[src/rtl/cp0_pkg.sv]
// cp0 shared definitions: register numbers, exception codes, field positions.
// Pure constants; no logic, no latency.
// Imported by the interface, the cp0 block and its testbench.
package cp0_pkg;

    // CP0 register numbers as seen by mfc0/mtc0
    localparam logic [4:0] CP0_SR    = 5'd12;
    localparam logic [4:0] CP0_CAUSE = 5'd13;
    localparam logic [4:0] CP0_EPC   = 5'd14;
    localparam logic [4:0] CP0_PRID  = 5'd15;

    // ExcCode values
    localparam logic [4:0] EXC_INT  = 5'd0;
    localparam logic [4:0] EXC_ADEL = 5'd4;
    localparam logic [4:0] EXC_ADES = 5'd5;
    localparam logic [4:0] EXC_RI   = 5'd10;
    localparam logic [4:0] EXC_OV   = 5'd12;

    // Field positions (SR.IM and Cause.IP share 15:10)
    localparam int IM_HI  = 15;
    localparam int IM_LO  = 10;
    localparam int EXL_B  = 1;
    localparam int IE_B   = 0;
    localparam int BD_B   = 31;
    localparam int EXC_HI = 6;
    localparam int EXC_LO = 2;

endpackage

[src/rtl/cp0_if.sv]
// cp0 pipeline-side bus: mfc0/mtc0 access, victim info, trap request and redirect.
// Wires only; timing is defined by cp0 (reads and trap decision are combinational).
// No backpressure: the pipeline must honour int_req in the same cycle.
interface cp0_if;
    import cp0_pkg::*;

    logic [4:0]  a1;          // mfc0 read register number
    logic [4:0]  a2;          // mtc0 write register number
    logic [31:0] din;         // mtc0 write data
    logic        we;          // mtc0 write enable
    logic [31:0] pc;          // M-stage (victim) PC
    logic        bd;          // victim is in a branch delay slot
    logic [4:0]  exc_code;    // pending synchronous exception, 0 = none
    logic [5:0]  hw_int;      // level-sensitive interrupt lines
    logic        exl_clr;     // eret in M stage
    logic [31:0] dout;        // mfc0 read data
    logic [31:0] epc_out;     // eret return address (mtc0 EPC forwarded)
    logic        int_req;     // take trap this cycle
    logic [31:0] handler_pc;  // trap entry address

    // pipeline side
    modport master (
        output a1, a2, din, we, pc, bd, exc_code, hw_int, exl_clr,
        input  dout, epc_out, int_req, handler_pc
    );

    // coprocessor side
    modport slave (
        input  a1, a2, din, we, pc, bd, exc_code, hw_int, exl_clr,
        output dout, epc_out, int_req, handler_pc
    );

endinterface

[src/rtl/cp0.sv]
// MIPS coprocessor 0: trap decision, SR/Cause/EPC/PrID state, mfc0/mtc0/eret.
// Trap decision and reads are combinational; state updates at the next posedge clk.
// No backpressure: a trap discards a same-cycle mtc0; eret cannot coincide with a trap.
// Ports: clk, reset (sync, active-high), bus (cp0_if.slave).
module cp0
    import cp0_pkg::*;
#(
    parameter logic [31:0] PRID       = 32'h0000_3033,
    parameter logic [31:0] HANDLER_PC = 32'h0000_4180
) (
    input  logic   clk,
    input  logic   reset,
    cp0_if.slave   bus
);

    // architectural state
    logic [5:0]  sr_im;
    logic        sr_exl;
    logic        sr_ie;
    logic        cause_bd;
    logic [5:0]  cause_ip;
    logic [4:0]  cause_exc;
    logic [31:0] epc;

    logic        irq;
    logic        exc;
    logic        trap;
    logic        wr_sr;
    logic        wr_epc;
    logic [31:0] victim_pc;
    logic [31:0] sr_val;
    logic [31:0] cause_val;

    // EXL masks both sources, so a held interrupt level cannot re-trap inside the handler
    assign irq  = (|(bus.hw_int & sr_im)) & sr_ie & ~sr_exl;
    assign exc  = (bus.exc_code != 5'd0) & ~sr_exl;
    assign trap = irq | exc;

    // a trap in the same cycle wins over a software write
    assign wr_sr  = bus.we & (bus.a2 == CP0_SR)  & ~trap;
    assign wr_epc = bus.we & (bus.a2 == CP0_EPC) & ~trap;

    // a delay-slot victim restarts at its branch
    assign victim_pc = (bus.bd ? bus.pc - 32'd4 : bus.pc) & ~32'd3;

    always_ff @(posedge clk) begin
        if (reset) begin
            sr_im     <= '0;
            sr_exl    <= 1'b0;
            sr_ie     <= 1'b0;
            cause_bd  <= 1'b0;
            cause_ip  <= '0;
            cause_exc <= '0;
            epc       <= '0;
        end else begin
            cause_ip <= bus.hw_int;
            if (trap) begin
                sr_exl    <= 1'b1;
                cause_bd  <= bus.bd;
                cause_exc <= irq ? EXC_INT : bus.exc_code;
                epc       <= victim_pc;
            end else begin
                if (wr_sr) begin
                    sr_im  <= bus.din[IM_HI:IM_LO];
                    sr_exl <= bus.din[EXL_B];
                    sr_ie  <= bus.din[IE_B];
                end
                if (wr_epc)
                    epc <= bus.din & ~32'd3;
                // eret overrides a same-cycle SR write for EXL only
                if (bus.exl_clr)
                    sr_exl <= 1'b0;
            end
        end
    end

    always_comb begin
        sr_val                = '0;
        sr_val[IM_HI:IM_LO]   = sr_im;
        sr_val[EXL_B]         = sr_exl;
        sr_val[IE_B]          = sr_ie;
        cause_val             = '0;
        cause_val[BD_B]       = cause_bd;
        cause_val[IM_HI:IM_LO] = cause_ip;
        cause_val[EXC_HI:EXC_LO] = cause_exc;
    end

    // reads see current state only; no write-through
    always_comb begin
        bus.dout = '0;
        case (bus.a1)
            CP0_SR:    bus.dout = sr_val;
            CP0_CAUSE: bus.dout = cause_val;
            CP0_EPC:   bus.dout = epc;
            CP0_PRID:  bus.dout = PRID;
            default:   bus.dout = '0;
        endcase
    end

    // forwarding lets an eret right behind mtc0 EPC return to the new address
    assign bus.epc_out    = wr_epc ? (bus.din & ~32'd3) : epc;
    assign bus.int_req    = trap;
    assign bus.handler_pc = HANDLER_PC;

endmodule

[src/flat_wrapper.sv]
// flat-port wrapper written by rule: the top's interface ports become plain ports
module cp0_flat import cp0_pkg::*;
#(
    parameter logic [31:0] PRID       = 32'h0000_3033,
    parameter logic [31:0] HANDLER_PC = 32'h0000_4180
)
  (clk, reset, bus_a1, bus_a2, bus_din, bus_we, bus_pc, bus_bd, bus_exc_code, bus_hw_int, bus_exl_clr, bus_dout, bus_epc_out, bus_int_req, bus_handler_pc);
  cp0_if bus_i ();
  input  logic clk;
  input  logic reset;
  input wire logic [$bits(bus_i.a1)-1:0] bus_a1;
  input wire logic [$bits(bus_i.a2)-1:0] bus_a2;
  input wire logic [$bits(bus_i.din)-1:0] bus_din;
  input wire logic [$bits(bus_i.we)-1:0] bus_we;
  input wire logic [$bits(bus_i.pc)-1:0] bus_pc;
  input wire logic [$bits(bus_i.bd)-1:0] bus_bd;
  input wire logic [$bits(bus_i.exc_code)-1:0] bus_exc_code;
  input wire logic [$bits(bus_i.hw_int)-1:0] bus_hw_int;
  input wire logic [$bits(bus_i.exl_clr)-1:0] bus_exl_clr;
  output wire logic [$bits(bus_i.dout)-1:0] bus_dout;
  output wire logic [$bits(bus_i.epc_out)-1:0] bus_epc_out;
  output wire logic [$bits(bus_i.int_req)-1:0] bus_int_req;
  output wire logic [$bits(bus_i.handler_pc)-1:0] bus_handler_pc;
  assign bus_i.a1 = bus_a1;
  assign bus_i.a2 = bus_a2;
  assign bus_i.din = bus_din;
  assign bus_i.we = bus_we;
  assign bus_i.pc = bus_pc;
  assign bus_i.bd = bus_bd;
  assign bus_i.exc_code = bus_exc_code;
  assign bus_i.hw_int = bus_hw_int;
  assign bus_i.exl_clr = bus_exl_clr;
  assign bus_dout = bus_i.dout;
  assign bus_epc_out = bus_i.epc_out;
  assign bus_int_req = bus_i.int_req;
  assign bus_handler_pc = bus_i.handler_pc;
  cp0 #(.PRID(PRID), .HANDLER_PC(HANDLER_PC)) u_core (.clk(clk), .reset(reset), .bus(bus_i));
endmodule
[config.mk]
export PLATFORM = sky130hd
export DESIGN_NAME = cp0_flat
export DESIGN_NICKNAME = d
export VERILOG_FILES = /design/src/rtl/cp0_pkg.sv /design/src/rtl/cp0_if.sv /design/src/rtl/cp0.sv /design/src/flat_wrapper.sv
export SDC_FILE = /design/constraint.sdc
export NUM_CORES = 1
export LEC_CHECK = 0
export CAP_MARGIN = 0
export CORE_MARGIN = 1.5
export CORE_UTILIZATION = 43
export CTS_CLUSTER_SIZE = 20
export DETAILED_ROUTE_END_ITERATION = 8
export PLACE_DENSITY_LB_ADDON = 0.2
export SLEW_MARGIN = 20
export SYNTH_ARGS = -nofsm -noshare
export SYNTH_HDL_FRONTEND = slang
export SYNTH_SLANG_ARGS = --single-unit
export TNS_END_PERCENT = 30
[constraint.sdc]
create_clock -name clk -period 3.41 [get_ports clk]
set_input_delay 0.682 -clock clk [delete_from_list [all_inputs] [get_ports clk]]
set_output_delay 0.682 -clock clk [all_outputs]
set_load 0.01 [all_outputs]
==> flow_metrics.tcl <==
set metrics [dict create \
    synth-simple-area-share_pct 24.3 \
    hold_slack_ns 0.495 \
    h-tree-depth 2 \
    crit_arrival_ns 2.67 \
    synth_edf_count 0 \
    start_kind "input pin" \
    first_global_vias 4444 \
    dp.cells 776 \
    ys_seq_area_share_pct 25.5 \
    io_buffers 152 \
    dieWidth_um 100 \
    initial_core_util_pct 44.2 \
    synth.distinct_cells 56 \
    core_area_um2 9240 \
    clk-insertion-delay-late_ns 0.31 \
    worst_slew_pin_slew_ns 0.877 \
    fin_crit_sh_pct 98.3 \
    slew_headroom_pct 41.4 \
    via_per_inst 5.99 \
    hp-class "flop to flop" \
    cts_tree "done" \
    gr-total-overflow 0 \
    p_per_area_nw_per_um2 264 \
    synth_async_sr_flop_share_pct 0 \
    grt_pass1_wl_um 22700 \
    synth_area_um2 4090 \
    wl_per_cell_um 19.1 \
    pwr-share-comb_pct 33.9 \
    gp_congestion 1.06 \
    num_vias 4741 \
    p_leak_nw 2.20 \
    synth-seq-cells 52 \
    rsz0062_at_grt "yes" \
    synth_mux_area_share_pct 10.5 \
    clock_path_buffers 2 \
    grt_max_degree 32 \
    status "finished, final reports clean" \
    placed_cell_area_um2 5820 \
    io_pins 187 \
    antenna_found_initial 0 \
    netlist_instances 496 \
    synth_compound_area_share_pct 27.1 \
    clock_skew_ns 0.00445 \
    synth.avg_cell_area_um2 8.24 \
    hpwl_um 11000 \
    place_ws_ns -0.465 \
    p_sw_uw 509 \
    p_seq_share_pct 42.7 \
    crit_path_end_kind "output pin" \
    utilization_pct 66.3 \
    area_growth_pct 49.9 \
    hold_viol_final 0 \
    clock_sinks 52 \
    period_minus_slack_ns 3.35 \
    critPathKind "input pin to output pin" \
    switching_share_pct 31.5 \
    routed_wl_um 15100 \
    synth_top_family_by_area "compound AO/OA/AOI/OAI gates" \
    layout-drive-gt1-share_pct 20.5 \
    crit_required_ns 2.73 \
    fmax_mhz 298 \
    ant_nets 0 \
    fp.dieArea_um2 10100 \
    die_h_um 100 \
    fin_ws_ns 0.0565 \
    final_area_um2 6130 \
    synth_flop_cell "dfxtp_1" \
    numCtsBuffers 5 \
    yosys_warnings 0 \
    setup_tns_ns 0 \
    finalPower_mw 1.62 \
    ir_worst_vdd_uv 182 \
    rows 35 \
    drc 0 \
    clkPwrFrac_pct 23.3 \
    synthAdderAreaFrac_pct 0.306 \
    clkSlewWorstSetupHoldPaths_ns 0.10 \
    cts_root_buffer "clkbuf_8" \
    firstDrtPassIters 8 \
    drtIter0Drc 379 \
    grt_usage_pct 28.4 \
    finalSetupViolCount 0 \
    fin_cells 792 \
    insertedDiodeCount 0 \
    worstPathMaxFanout 5 \
    cap_viol_max_count 0 \
    layout.nets 753 \
    slew_viol_final 0 \
    internal-power_mw 1.11 \
    synthXorXnorAreaFrac_pct 1.71 \
]
==> area by class of cell <==
type | count | area [µm²]
clock buffers | 7 | 86.3
clock inverters | 1 | 7.51
fillers | 796 | 3110
inverters | 6 | 23.8
multi-input cells | 395 | 2820
flip-flops and latches | 52 | 1040
well taps | 129 | 161
repair buffers | 202 | 1990
==> critical path, cell delays in order <==
cell             delay [ns]
clkdlybuf4s50_1        0.46
a22oi_2                0.24
a311oi_2               0.12
buf_4                  0.17
nor3_4                 0.21
buf_6                  0.18
clkbuf_16              0.17
mux2_4                 0.32
buf_6                  0.12
==> layout by cell type, fill, tap and decap left out, types with 16 or more instances in the layout <==
cell type / synthesis / layout
nand2_1: 27 / 27
o31ai_1: 22 / 22
mux2_2: 30 / 16
buf_4: 32 / 40
nor2_1: 23 / 23
buf_6: 0 / 27
a21oi_1: 21 / 21
dfxtp_1: 52 / 52
o31a_1: 17 / 17
nand4_1: 17 / 17
a2111oi_0: 17 / 17
a311oi_1: 20 / 20
clkdlybuf4s50_1: 0 / 116
conb_1: 2 / 32
and2_1: 18 / 18
==> kinds of logic (layout without fill, tap and decap cells) <==
logic type,after synthesis,in the layout
AO/OA/AOI/OAI,146,146
other,2,32
AND/OR/NAND/NOR,169,169
XOR/XNOR,8,8
adder cells (fa/ha/maj),1,1
multiplexers,39,39
buffers and inverters,79,216
flip-flops,52,52
==> flip-flops by register name, summed over array words and instances (netlist names) <==
register and cells:
u_core.cause_bd 1, u_core.epc 32, u_core.sr_exl 1, u_core.sr_ie 1
u_core.cause_exc 5, u_core.cause_ip 6, u_core.sr_im 6
==> cell usage after synthesis (all sizes together) (3+ instances only) <==
| cell type | n | area share, % |
|---|---|---|
| dfxtp | 52 | 25 |
| buf | 40 | 6.8 |
| clkbuf | 33 | 3.0 |
| mux2 | 30 | 8.3 |
| nand2 | 27 | 2.5 |
| nor2 | 24 | 2.3 |
| o31ai | 22 | 4.0 |
| a21oi | 21 | 2.6 |
| a311oi | 21 | 4.7 |
| and2 | 18 | 2.8 |
| o31a | 18 | 3.9 |
| a2111oi | 17 | 3.6 |
| nand4 | 17 | 2.6 |
| a211oi | 14 | 2.6 |
| nor2b | 13 | 2.0 |
| or4 | 13 | 2.5 |
| nor3 | 12 | 1.6 |
| or3 | 11 | 1.7 |
| nor4 | 10 | 1.9 |
| o21ai | 10 | 1.2 |
| mux2i | 9 | 2.2 |
| a22oi | 7 | 1.3 |
| xor2 | 6 | 1.3 |
| inv | 5 | 0.46 |
| nand3 | 5 | 0.61 |
| a31oi | 4 | 0.61 |
| a41o | 4 | 0.98 |
| nand2b | 4 | 0.61 |
| nor4b | 3 | 0.80 |
==> metal layers <==
layer	GRT usage (%)	wire length [µm]	vias up
met2	47.4	7330	254
met5	0	0	-
met3	4.30	1260	24
li1	-	-	2198
met1	38.2	6210	2265
met4	7.80	305	0
==> power by group through the flow <==
| stage | sequential (mW) | combinational (mW) | clock, mW |
|---|---|---|---|
| finish | 0.690 | 0.548 | 0.377 |
| global route | 0.694 | 0.584 | 0.403 |
| CTS | 0.688 | 0.532 | 0.379 |
| detailed placement | 0.701 | 0.523 | 0 |
| global placement | 0.699 | 0.512 | 0 |
| floorplan | 0.685 | 0.269 | 0 |
==> worst paths after layout <==
kind	slack, ns	start	endpoint	cells after the start
max	0.06	bus_hw_int[3]	bus_epc_out[30]	9
min	0.49	u_core.sr_im[2]	u_core.sr_im[2]	2
max reg2reg	1.28	u_core.sr_im[3]	u_core.epc[29]	8
min reg2reg	0.49	u_core.sr_im[2]	u_core.sr_im[2]	2
==> repair_timing <==
action	in CTS	in global routing
setup buffers	5	1
endpoints found under the setup margin	33	27
resized for setup	169	19
pin swaps	4	5
hold buffers	0	0
hold endpoints to repair	0	0
cloned	2	2
Note: power is estimated with default switching activity, not from simulation.
